===== src/rtl/alu_seq_ctrl.sv =====
// Sequenced ALU front-end: A, B and the opcode are entered one after another on data_in.
// Each rising edge of 'enter' advances the entry FSM by one step. The result and flags
// are registered when the opcode is accepted.
// Optional feature macro: ALU_SEQ_CHAIN_EN. When it is defined, an enter edge while the
// result is shown loads A from the result and jumps straight to B entry.
module alu_seq_ctrl #(
  parameter int unsigned N = 16
) (
  input  logic         clk,
  input  logic         reset,
  input  logic [N-1:0] data_in,
  input  logic         enter,
  input  logic         clear,
  output logic [N-1:0] result,
  output logic [4:0]   flags,
  output logic         res_valid,
  output logic [3:0]   state_leds,
  output logic [N-1:0] display
);

  typedef enum logic [1:0] {
    StWaitA   = 2'd0,
    StWaitB   = 2'd1,
    StWaitOp  = 2'd2,
    StShowRes = 2'd3
  } state_e;

  state_e         state_q, state_d;
  logic [N-1:0]   a_q, a_d;
  logic [N-1:0]   b_q, b_d;
  logic [2:0]     op_q, op_d;
  logic [N-1:0]   result_q, result_d;
  logic [4:0]     flags_q, flags_d;
  logic           enter_q;
  logic           ev;

  // ALU signals
  logic [2:0]     alu_op;
  logic [N:0]     add_full;
  logic [N:0]     sub_full;
  logic [N-1:0]   alu_res;
  logic           alu_c;
  logic           alu_v;
  logic [4:0]     alu_flags;

  assign ev = enter & ~enter_q;

  // The live opcode feeds the ALU while it is being entered; otherwise the stored one does.
  assign alu_op = (state_q == StWaitOp) ? data_in[2:0] : op_q;

  assign add_full = {1'b0, a_q} + {1'b0, b_q};
  // Subtraction as A + ~B + 1 so the carry out means "no borrow".
  assign sub_full = {1'b0, a_q} + {1'b0, ~b_q} + {{N{1'b0}}, 1'b1};

  // Combinational ALU: result, carry and signed overflow for the selected operation
  always_comb begin
    alu_res = '0;
    alu_c   = 1'b0;
    alu_v   = 1'b0;
    unique case (alu_op)
      3'b000: begin
        alu_res = add_full[N-1:0];
        alu_c   = add_full[N];
        alu_v   = (a_q[N-1] == b_q[N-1]) && (add_full[N-1] != a_q[N-1]);
      end
      3'b001: begin
        alu_res = sub_full[N-1:0];
        alu_c   = sub_full[N];
        alu_v   = (a_q[N-1] != b_q[N-1]) && (sub_full[N-1] != a_q[N-1]);
      end
      3'b010: alu_res = a_q & b_q;
      3'b011: alu_res = a_q | b_q;
      3'b100: alu_res = a_q ^ b_q;
      3'b101: begin
        alu_res = {a_q[N-2:0], 1'b0};
        alu_c   = a_q[N-1];
      end
      3'b110: begin
        alu_res = {1'b0, a_q[N-1:1]};
        alu_c   = a_q[0];
      end
      default: alu_res = a_q;
    endcase
  end

  // Flags packed as {N, Z, C, V, P}
  assign alu_flags = {alu_res[N-1], (alu_res == '0), alu_c, alu_v, ^alu_res};

  // Next-state and register-load logic; clear overrides any enter edge
  always_comb begin
    state_d  = state_q;
    a_d      = a_q;
    b_d      = b_q;
    op_d     = op_q;
    result_d = result_q;
    flags_d  = flags_q;
    if (clear) begin
      state_d = StWaitA;
    end else if (ev) begin
      unique case (state_q)
        StWaitA: begin
          a_d     = data_in;
          state_d = StWaitB;
        end
        StWaitB: begin
          b_d     = data_in;
          state_d = StWaitOp;
        end
        StWaitOp: begin
          op_d     = data_in[2:0];
          result_d = alu_res;
          flags_d  = alu_flags;
          state_d  = StShowRes;
        end
        StShowRes: begin
`ifdef ALU_SEQ_CHAIN_EN
          a_d     = result_q;
          state_d = StWaitB;
`else
          state_d = StWaitA;
`endif
        end
        default: state_d = StWaitA;
      endcase
    end
  end

  // State, operand and result registers; enter history resets high to reject a held enter
  always_ff @(posedge clk or posedge reset) begin
    if (reset) begin
      state_q  <= StWaitA;
      a_q      <= '0;
      b_q      <= '0;
      op_q     <= '0;
      result_q <= '0;
      flags_q  <= '0;
      enter_q  <= 1'b1;
    end else begin
      state_q  <= state_d;
      a_q      <= a_d;
      b_q      <= b_d;
      op_q     <= op_d;
      result_q <= result_d;
      flags_q  <= flags_d;
      enter_q  <= enter;
    end
  end

  // Output decode: one-hot state LEDs and display source select
  always_comb begin
    state_leds = 4'b0001;
    res_valid  = 1'b0;
    display    = data_in;
    unique case (state_q)
      StWaitA:   state_leds = 4'b0001;
      StWaitB:   state_leds = 4'b0010;
      StWaitOp:  state_leds = 4'b0100;
      StShowRes: begin
        state_leds = 4'b1000;
        res_valid  = 1'b1;
        display    = result_q;
      end
      default:   state_leds = 4'b0001;
    endcase
  end

  assign result = result_q;
  assign flags  = flags_q;

endmodule


===== config.mk =====
export PLATFORM = sky130hd
export DESIGN_NAME = alu_seq_ctrl
export DESIGN_NICKNAME = d
export VERILOG_FILES = /design/src/rtl/alu_seq_ctrl.sv
export SDC_FILE = /design/constraint.sdc
export NUM_CORES = 1
export LEC_CHECK = 0
export CORE_MARGIN = 8
export CORE_UTILIZATION = 33
export CTS_CLUSTER_DIAMETER = 60
export DETAILED_ROUTE_END_ITERATION = 10
export DONT_BUFFER_PORTS = 1
export GPL_ROUTABILITY_DRIVEN = 0
export PLACE_DENSITY = 0.54
export SLEW_MARGIN = 20
export SYNTH_ARGS = -nofsm -noshare
export SYNTH_HDL_FRONTEND = slang
export SYNTH_SLANG_ARGS = --single-unit

===== constraint.sdc =====
create_clock -name clk -period 10.1 [get_ports clk]
set_input_delay 2.02 -clock clk [delete_from_list [all_inputs] [get_ports clk]]
set_output_delay 2.02 -clock clk [all_outputs]
set_load 0.05 [all_outputs]

==> impl_metrics.tcl <==
set metrics [dict create \
    die_x_um 149 \
    drc 0 \
    postSynthCellCount 738 \
    slew_violations 0 \
    cts_max_path_buffers 2 \
    antennaDiodeCount 0 \
    status "finished, final reports clean" \
    drtPass1Iterations 7 \
    start_util_pct 33.7 \
    synth_top_cell_by_area "dfrtp_1" \
    path_clk_slew_ps 60 \
    numPortBuffers 0 \
    critPathRequiredTime_ps 10280 \
    crit_path_max_fanout 25 \
    critPathArrivalTime_ps 5180 \
    cp-start-kind "input pin" \
    ys_top_cells_by_count "nand2_1 (90), o21ai_0 (90), ha_1 (64)" \
    ff2ff_path_depth 16 \
    yosysUniqueCellTypes 78 \
    synth_top_area_share_pct 24.5 \
    clock_skew_ps 9.37 \
    drv_cap 0 \
    area_growth_syn_to_layout_pct 6.66 \
    crit_start "data_in[2]" \
    pwr-share-comb_pct 62.7 \
    grt_remaining_overflow 0 \
    synth_area_um2 5820 \
    p_per_area_nw_per_um2 310 \
    cts_root_buffer "clkbuf_16" \
    postRouteAntennaNets 0 \
    seq_power_share_pct 22.4 \
    grt_pass1_vias 5396 \
    grt_max_degree 59 \
    reg2reg_slack_ps 5640 \
    cts_resized 0 \
    fin_crit_ps 4990 \
    finalSetupViolCount 0 \
    synth_edf_count 0 \
    die_h_um 149 \
    finalHoldViolCount 0 \
    io_pins 62 \
    cts_buffers 9 \
    ys.flop_type "dfrtp_1" \
    vdd_drop_max_mv 0.197 \
    clk_latency_ps 340 \
    grt_antenna_before_repair 0 \
    final_nets 795 \
    grt_pass1_wl_um 31800 \
    ys_top_cells_by_area "dfrtp_1 (24%), ha_1 (14%), o21ai_0 (7.7%), nand2_1 (5.8%), a21oi_1 (4.0%)" \
    cts_sinks 58 \
    criticalPathCategory "input pin to flip-flop" \
    grt.total_usage_pct 18.3 \
    vias 5583 \
    design.die.area_um2 22200 \
    utilization_pct 35.9 \
    cts_tree "yes" \
    cp-end-kind "flip-flop" \
    power_switching_share_pct 53.2 \
    rsz0062_at_grt "false" \
    drtIter0Drc 607 \
    worstReg2RegStart "state_q[0]" \
    leakage_uw 0.00257 \
    h-tree-depth 3 \
    slew_headroom_pct 28.0 \
    fmax_mhz 200 \
    finalSetupTns_ps 0 \
    hold_class "flip-flop to flip-flop" \
    r2r-end "flags[0]" \
    ys_ff_latch 58 \
    drive_above_1_share_pct 8.12 \
    wl_per_cell_um 21.6 \
    dp.final_hpwl_um 15400 \
    worst_pin_slew_ps 1080 \
    via_per_inst 5.95 \
    seq_area_frac_synth_pct 24.9 \
    core_area_um2 17300 \
    synth_fp_nets 824 \
    postCtsHoldBufs 0 \
    cp-endpoint "flags[0]" \
    ys_async_sr_fraction_pct 100 \
    fp-row-count 48 \
    p_int_uw 900 \
    p_switching_uw 1020 \
    avgSynthCellArea_um2 7.89 \
    period_share_pct 49.4 \
    cts_setup_buffers 0 \
    drt_wl_total_um 20300 \
    ys_warn_count 0 \
    clockPowerShare_pct 14.9 \
]
==> area by class of cell <==
| type | count | area (um2) |
|---|---|---|
| fillers | 1837 | 11100 |
| multi-input cells | 578 | 3950 |
| flip-flops and latches | 58 | 1450 |
| well taps | 225 | 282 |
| clock buffers | 11 | 243 |
| inverters | 55 | 206 |
| repair buffers | 7 | 52.6 |
| clock inverters | 5 | 30.0 |
==> flip-flops by register name (all words and copies together), names as in the netlist <==
name / count
a_q: 16
b_q: 16
enter_q: 1
flags: 4
op_q: 3
result: 16
state_q: 2
==> metrics by stage <==
| step | cell area, um2 | setup slack, ps | power [uW] | std cells | hold WS (ps) |
|---|---|---|---|---|---|
| after floorplan | 5820 | 5690 | 1300 | 738 | 549 |
| after global placement | 5940 | 4880 | 1620 | 923 | 580 |
| after detailed placement | 5940 | 4820 | 1610 | 923 | 591 |
| after CTS | 6210 | 5170 | 1900 | 939 | 602 |
| after global routing | 6210 | 4860 | 2060 | 939 | 638 |
| final | 6210 | 5110 | 1920 | 939 | 597 |
==> how the worst min path moves through the flow <==
| stage | start | to | slack (ps) | depth (start not counted) |
|---|---|---|---|---|
| floorplan | op_q[2] | op_q[2] | 550 | 2 |
| global placement | b_q[8] | b_q[8] | 580 | 2 |
| detailed placement | b_q[6] | b_q[6] | 590 | 2 |
| CTS | b_q[6] | b_q[6] | 600 | 2 |
| global route | op_q[2] | op_q[2] | 640 | 2 |
| finish | b_q[6] | b_q[6] | 600 | 2 |
==> kinds of logic (layout without fill, tap and decap cells) <==
group | count (synthesis) | after routing | share of synthesized area [%]
buffers and inverters | 102 | 78 | 7.52
adders and majority gates | 66 | 66 | 14.4
xor gates and xnor gates | 14 | 14 | 2.11
and+or+nand+nor | 207 | 207 | 16.3
AOI/OAI and AO/OA | 263 | 263 | 29.3
muxes | 28 | 28 | 5.37
DFF | 58 | 58 | 24.9
==> power groups by stage <==
stage | logic (uW) | registers, uW | clock network (uW)
2_1_floorplan | 895 | 407 | 0
3_3_place_gp | 1190 | 436 | 0
4_1_cts | 1180 | 432 | 291
5_1_grt | 1310 | 442 | 301
3_5_place_dp | 1170 | 436 | 0
6_report | 1210 | 431 | 287
==> critical path, cell delays in order <==
cell and delay, ps:
mux2i_2 320, buf_4 360, nand2_1 190, nor2_2 550
nand2_1 160, a221oi_1 340, a32oi_1 130, o2bb2ai_1 180
ha_1 350, xnor2_1 170, xnor2_1 160, xnor2_1 140
o21ai_0 110
==> layer usage <==
layer  part of all wire [%]  GRT usage [%]  wire, um
met1                     44           23.9      8860
met2                     46           29.3      9340
met3                    7.8           3.85      1580
met4                    2.7           6.36       539
met5                      0              0         0
==> cells in the final DEF (no fill, tap or decap), types with 8 or more instances in the layout <==
cell type and count:
inv_1 54, mux2_2 19, a21oi_1 47, dfrtp_1 57
o211ai_1 11, o21ai_0 90, clkbuf_16 9, nor2_1 43
a31oi_1 11, xnor2_1 13, nor3_1 11, ha_1 63
o22ai_1 8, nand2_1 89, a211oi_1 14, nand3_1 15
Power figures use the tool's default switching activity.
